**src/rtl/uart_pkg.sv**
```systemverilog
`default_nettype none
// ============================================================================
//  Module      : uart_pkg
//  Description : Shared types and constants for the UART transmit arbiter:
//                FSM state encoding, data width, default watchdog constant
//                and a counter-width helper.
//  Revision    : 1.0  initial release
// ============================================================================
package uart_pkg;

   localparam int UART_DATA_W       = 8;
   localparam int UART_CLKS_PER_BIT = 16;
   // start + 8 data + stop
   localparam int UART_FRAME_BITS   = 10;
   // two full frame times, a generous bound for a healthy transmitter
   localparam int UART_WDOG_DEFAULT = 2 * UART_FRAME_BITS * UART_CLKS_PER_BIT;

   typedef enum logic [1:0] {
      ST_IDLE      = 2'd0,
      ST_START     = 2'd1,
      ST_WAIT_DONE = 2'd2,
      ST_GAP       = 2'd3
   } arb_state_e;

   // Width of a saturating counter able to hold 'limit' (minimum one bit of value)
   function automatic int cnt_width(input int limit);
      return $clog2((limit < 1) ? 1 : limit) + 1;
   endfunction

endpackage
`default_nettype wire

```
**src/rtl/uart_rr_arbiter.sv**
```systemverilog
`default_nettype none
// ============================================================================
//  Module      : uart_rr_arbiter
//  Description : Combinational round-robin selector. Searches the request
//                vector starting one above 'ptr' with wrap-around and returns
//                a one-hot grant plus the encoded winner index.
//  Revision    : 1.0  initial release
// ============================================================================
module uart_rr_arbiter #(
   parameter int NUM_REQ = 4
) (
   input  logic [NUM_REQ-1:0]         req,
   input  logic [$clog2(NUM_REQ)-1:0] ptr,
   output logic [NUM_REQ-1:0]         grant,
   output logic [$clog2(NUM_REQ)-1:0] idx
);
   localparam int IDX_W = $clog2(NUM_REQ);
   // one extra bit so ptr+offset (< 2*NUM_REQ) never overflows
   localparam int SUM_W = IDX_W + 1;

   logic [SUM_W-1:0] sum;
   logic [IDX_W-1:0] cand;
   logic             found;

   // First pending request at ptr+1, ptr+2, ... ptr+NUM_REQ (ptr itself last)
   always_comb begin
      grant = '0;
      idx   = '0;
      found = 1'b0;
      sum   = '0;
      cand  = '0;
      for (int off = 1; off <= NUM_REQ; off++) begin
         sum = SUM_W'(ptr) + SUM_W'(off);
         if (sum >= SUM_W'(NUM_REQ)) begin
            sum = sum - SUM_W'(NUM_REQ);
         end
         cand = sum[IDX_W-1:0];
         if (!found && req[cand]) begin
            found       = 1'b1;
            grant[cand] = 1'b1;
            idx         = cand;
         end
      end
   end

endmodule
`default_nettype wire

```
**src/rtl/uart_tx_arbiter.sv**
```systemverilog
`default_nettype none
// ============================================================================
//  Module      : uart_tx_arbiter
//  Description : Shares one UART transmitter among NUM_REQ byte producers.
//                Round-robin grant, one-cycle tx_start, tx_data held for the
//                frame, per-requester completion pulse, optional inter-frame
//                gap and optional watchdog on tx_done.
//  Revision    : 1.0  initial release
// ============================================================================
module uart_tx_arbiter
   import uart_pkg::*;
#(
   parameter int NUM_REQ        = 4,
   parameter int GAP_CYCLES     = 0,
   parameter int TIMEOUT_CYCLES = 0
) (
   input  logic                           clk,
   input  logic                           rst,
   input  logic [NUM_REQ-1:0]             req_valid,
   input  logic [UART_DATA_W*NUM_REQ-1:0] req_data,
   output logic [NUM_REQ-1:0]             req_ready,
   output logic [NUM_REQ-1:0]             req_done,
   output logic                           tx_start,
   output logic [UART_DATA_W-1:0]         tx_data,
   input  logic                           tx_done,
   output logic                           busy,
   output logic [$clog2(NUM_REQ)-1:0]     owner,
   output logic                           timeout_err
);
   localparam int IDX_W = $clog2(NUM_REQ);
   localparam int GAP_W = cnt_width(GAP_CYCLES);
   localparam int TO_W  = cnt_width(TIMEOUT_CYCLES);

   localparam logic [GAP_W-1:0] GAP_LOAD = GAP_W'(GAP_CYCLES);
   localparam logic [TO_W-1:0]  TO_LAST  = TO_W'((TIMEOUT_CYCLES > 0) ? TIMEOUT_CYCLES - 1 : 0);
   localparam logic [TO_W-1:0]  TO_MAX   = '1;

   arb_state_e             state_q,       state_d;
   logic [IDX_W-1:0]       ptr_q,         ptr_d;
   logic [IDX_W-1:0]       owner_q,       owner_d;
   logic [UART_DATA_W-1:0] tx_data_q,     tx_data_d;
   logic                   tx_start_q,    tx_start_d;
   logic [NUM_REQ-1:0]     req_done_q,    req_done_d;
   logic                   timeout_err_q, timeout_err_d;
   logic [GAP_W-1:0]       gap_cnt_q,     gap_cnt_d;
   logic [TO_W-1:0]        to_cnt_q,      to_cnt_d;

   logic [NUM_REQ-1:0]     win_grant;
   logic [IDX_W-1:0]       win_idx;
   logic                   handshake;
   logic                   wdog_fire;

   uart_rr_arbiter #(
      .NUM_REQ (NUM_REQ)
   ) u_rr (
      .req   (req_valid),
      .ptr   (ptr_q),
      .grant (win_grant),
      .idx   (win_idx)
   );

   assign req_ready = (state_q == ST_IDLE) ? win_grant : '0;
   assign handshake = |(req_valid & req_ready);
   // watchdog fires on the TIMEOUT_CYCLES-th WAIT_DONE clock without tx_done
   assign wdog_fire = (TIMEOUT_CYCLES != 0) && !tx_done && (to_cnt_q == TO_LAST);

   // Next-state and next-output computation for the arbitration FSM
   always_comb begin
      state_d       = state_q;
      ptr_d         = ptr_q;
      owner_d       = owner_q;
      tx_data_d     = tx_data_q;
      tx_start_d    = 1'b0;
      req_done_d    = '0;
      timeout_err_d = 1'b0;
      gap_cnt_d     = gap_cnt_q;
      to_cnt_d      = to_cnt_q;
      case (state_q)
         ST_IDLE: begin
            if (handshake) begin
               state_d    = ST_START;
               ptr_d      = win_idx;
               owner_d    = win_idx;
               tx_data_d  = req_data[int'(win_idx)*UART_DATA_W +: UART_DATA_W];
               tx_start_d = 1'b1;
            end
         end
         ST_START: begin
            // tx_done is deliberately not looked at here: a level left over
            // from the previous frame must not complete this one
            state_d  = ST_WAIT_DONE;
            to_cnt_d = '0;
         end
         ST_WAIT_DONE: begin
            if (tx_done || wdog_fire) begin
               if (tx_done) begin
                  req_done_d = NUM_REQ'(1) << owner_q;
               end else begin
                  timeout_err_d = 1'b1;
               end
               if (GAP_CYCLES > 0) begin
                  state_d   = ST_GAP;
                  gap_cnt_d = GAP_LOAD;
               end else begin
                  state_d = ST_IDLE;
               end
            end else if (to_cnt_q != TO_MAX) begin
               to_cnt_d = to_cnt_q + TO_W'(1);
            end
         end
         ST_GAP: begin
            if (gap_cnt_q <= GAP_W'(1)) begin
               state_d = ST_IDLE;
            end else begin
               gap_cnt_d = gap_cnt_q - GAP_W'(1);
            end
         end
         default: state_d = ST_IDLE;
      endcase
   end

   // State, latched frame data and registered output pulses
   always_ff @(posedge clk or negedge rst) begin
      if (!rst) begin
         state_q       <= ST_IDLE;
         ptr_q         <= IDX_W'(NUM_REQ - 1);
         owner_q       <= '0;
         tx_data_q     <= '0;
         tx_start_q    <= 1'b0;
         req_done_q    <= '0;
         timeout_err_q <= 1'b0;
         gap_cnt_q     <= '0;
         to_cnt_q      <= '0;
      end else begin
         state_q       <= state_d;
         ptr_q         <= ptr_d;
         owner_q       <= owner_d;
         tx_data_q     <= tx_data_d;
         tx_start_q    <= tx_start_d;
         req_done_q    <= req_done_d;
         timeout_err_q <= timeout_err_d;
         gap_cnt_q     <= gap_cnt_d;
         to_cnt_q      <= to_cnt_d;
      end
   end

   assign tx_start    = tx_start_q;
   assign tx_data     = tx_data_q;
   assign req_done    = req_done_q;
   assign timeout_err = timeout_err_q;
   assign owner       = owner_q;
   assign busy        = (state_q != ST_IDLE);

endmodule
`default_nettype wire

```
**config.mk**
```make
export PLATFORM = sky130hd
export DESIGN_NAME = uart_tx_arbiter
export DESIGN_NICKNAME = d
export VERILOG_FILES = /design/src/rtl/uart_pkg.sv /design/src/rtl/uart_rr_arbiter.sv /design/src/rtl/uart_tx_arbiter.sv
export SDC_FILE = /design/constraint.sdc
export NUM_CORES = 1
export LEC_CHECK = 0
export BUFFER_PORTS_ARGS = -buffer_cell sky130_fd_sc_hd__buf_2
export CAP_MARGIN = 20
export CORE_MARGIN = 3
export CORE_UTILIZATION = 34
export CTS_CLUSTER_DIAMETER = 30
export DETAILED_ROUTE_END_ITERATION = 10
export PLACE_DENSITY = 0.54
export SLEW_MARGIN = 20
export SYNTH_ARGS = -nofsm -noshare
export SYNTH_HDL_FRONTEND = slang
export SYNTH_SLANG_ARGS = --single-unit
```
**constraint.sdc**
```tcl
create_clock -name clk -period 9.8 [get_ports clk]
set_input_delay 0.98 -clock clk [delete_from_list [all_inputs] [get_ports clk]]
set_output_delay 0.98 -clock clk [all_outputs]
set_load 0.02 [all_outputs]
```
==> flow_summary_export.csv <==
group,metric,value,unit
run_status,status,"finished clean",
yosys,synth.avg_cell_area,10.9,um2
drt,wire_per_inst,14.7,um
floorplanning,die_y,76.0,um
setup_path,crit_chain,"inv_1, ha_1, mux4_2, nor2b_1, a221oi_1, nand2b_1, a21oi_1, buf_2",
clocking,clock-root-buffer,"clkbuf_8",
floorplanning,rows,24,
timing,clock.fmax,237,MHz
setup_path,arrival,3.24,ns
clocking,worstSkewPairLatency,0.25,ns
floorplanning,core_region_area,0.00453,mm2
power,p_seq_share,20.3,%
finish,layout-drive-gt1-share,45.9,%
timing,fin_crit,4.22,ns
timing,rsz0062_at_grt,"no",
setup_path,path_class,"reg -> out",
power,peakVddDrop,119,uV
hold_path,hold_path.class,"reg -> reg",
power,swShare,46.1,%
setup_path,startpoint_type,"register",
power,p_sw,0.362,mW
setup_path,r2r_start,"ptr_q[0]",
setup_path,cp_slowest_cell,"dfstp_2",
timing,period_share,43.1,%
timing,tns,0,ns
timing,final_hold_viol_count,0,
clocking,cts_buffers,3,
yosys,synth_seq_area_share,28.7,%
setup_path,critPathMaxStageDelay,0.80,ns
yosys,syn-num-nets,200,
power,combPwrFrac,72.9,%
timing,fin_skew,0.000902,ns
clocking,clockBufferDepth,2,
finish,nNetsFinal,253,
floorplanning,io_pins,60,
drt,dr.pass1.iters,4,
finish,synthToLayoutAreaGrowth,21.3,%
timing,setup-violations-final,0,
grt,first_global_vias,1343,
placement,place_hpwl,3.11,mm
yosys,async_flop_share,100,%
setup_path,cp_num_cells,8,
power,pwr-share-clk,6.8,%
yosys,synthesis.area,0.00167,mm2
drt,vias_per_cell,5.11,
setup_path,path_delay_family,"flip-flops",
power,power_density,389,mW/mm2
power,p_int,0.423,mW
yosys,synth-seq-cells,19,
setup_path,crit_start,"ptr_q[0]",
floorplanning,initial_utilization,36.7,%
floorplanning,die-area,0.00577,mm2
clocking,postCtsSetupBuffers,0,
setup_path,r2r_cells,8,
placement,portBuffers,58,
clocking,clkTransAtPathRegs,0.07,ns
floorplanning,die_w,76.0,um
finish,antenna_cells,0,
placement,placed_cell_area,0.00196,mm2
setup_path,worst_r2r_endpoint,"tx_data[7]",
clocking,cts_resized,0,
clocking,cts_max_level,1,
grt,antenna_found_initial,0,
power,totalPowerFinal,0.785,mW
finish,final_area,0.00202,mm2
finish,fillCellCount,452,
grt,overflow,0,
clocking,clock-sinks,19,
timing,worst_pin_slew,0.829,ns
power,power.leakage,0.985,nW
hold_path,min-delay-start,"owner[0]",
yosys,synthCells,153,
timing,slew_headroom,44.8,%
drt,ant_nets,0,
drt,drt-total-wl,3.97,mm
placement,gp_congestion,0.825,
yosys,yosysWarningCount,0,
grt,grt_max_degree,26,
run,maxCapViolations,0,
setup_path,cp-end-kind,"output port",
grt,grt_pass1_wl,6.64,mm
drt,drc_errors,0,
yosys,yosysUniqueCellTypes,41,
setup_path,setup.worst_path.end,"req_ready[3]",
clocking,cts_tree,"done",
drt,vias,1379,
clocking,hold_buffers,0,
setup_path,path_max_fanout,25,
yosys,synth_edf_count,0,
yosys,ys.flop_type,"dfrtp_1",
setup_path,path_buf_inv,2,
setup_path,ff2ff_setup_slack,5.80,ns
drt,drt-initial-drc-count,72,
timing,slew_violations,0,
setup_path,critPathRequiredTime,8.82,ns
grt,track_usage,13.8,%
through the flow:
step                      hold slack, ns  instances  setup slack, ns  utilization, %
final                              0.485        270             5.58            44.5
after global routing               0.512        270             5.27            44.5
after CTS                          0.490        270             5.58            44.3
after detailed placement           0.481        266             5.78            43.3
after global placement             0.471        266             5.93            43.3
after floorplan                    0.473        153             6.20               -
power groups by stage:
stage               clock, mW  sequential [mW]  combinational, mW
floorplan                   0            0.174              0.453
global placement            0            0.159              0.561
CTS                    0.0556            0.160              0.572
global route           0.0571            0.168              0.627
detailed placement          0            0.161              0.570
finish                 0.0532            0.160              0.572
state kept, by name, summed over array words and instances, names as in the netlist:
name and cells:
tx_start 1, ptr_q 2, tx_data 8, owner 2
req_done 4, state_q 2
layer usage:
metal  global-route usage (%)  up-vias  share of wire [%]
li1                         -      669                  -
met1                     18.1      664                 42
met2                     23.8       41                 52
met3                     3.19        5                5.8
met4                     2.17        0               0.60
met5                        0        -                  0
how the worst min path moves through the flow:
stage                       end  slack [ns]  cells after the start
floorplan            state_q[1]        0.47                      1
global placement    req_done[0]        0.47                      1
detailed placement  req_done[0]        0.48                      1
CTS                 req_done[0]        0.49                      1
global route        req_done[0]        0.51                      1
finish              req_done[0]        0.48                      1
cells in the mapped netlist, types with 3 or more instances:
cell type	count	area, um2
a21oi_1	7	35.0
mux2_4	7	105
mux2_2	6	67.6
mux4_2	10	225
nand2b_1	6	37.5
o22ai_1	3	18.8
dfrtp_1	17	425
and3_1	7	43.8
nor2_1	13	48.8
nor3_1	3	15.0
inv_1	7	26.3
ha_1	8	100
buf_2	5	25.0
o21ai_0	4	20.0
mux2i_1	7	70.1
nand2_1	11	41.3
logic make-up after synthesis:
group | after synthesis | synth area share (%)
multiplexers | 32 | 30.4
AND/OR/NAND/NOR | 49 | 15.0
flip-flops | 19 | 28.7
AO/OA/AOI/OAI | 27 | 13.7
adder cells (fa/ha/maj) | 8 | 6.01
other | 1 | 0.225
buffers and inverters | 17 | 6.01
cell usage in the layout (no fill, tap or decap), types with 6 or more instances in the layout:
cell type / n
buf_2: 58
dfrtp_1: 17
nor2_1: 13
nand2_1: 11
mux4_2: 10
ha_1: 8
inv_1: 7
and3_1: 7
mux2_4: 7
mux2i_1: 7
a21oi_1: 7
nand2b_1: 6
mux2_2: 6
final cells by class:
cell class | instances | area [um2] | share of cell area (%)
Inverter | 7 | 26.3 | 1.30
Multi-Input combinational cell | 117 | 1100 | 54.4
Timing Repair Buffer | 58 | 290 | 14.4
Clock buffer | 4 | 45.0 | 2.23
Sequential cell | 19 | 478 | 23.7
Tap cell | 65 | 81.3 | 4.03
worst reg2reg max path, stage by stage (launching register included):
cell and delay, ns:
dfstp_2 0.80, inv_1 0.22, ha_1 0.53, mux4_2 0.53, nor2b_1 0.15, a221oi_1 0.37, o32ai_2 0.17, o31ai_4 0.69
mux2_2 0.41
(Power assumes the default switching activity.)
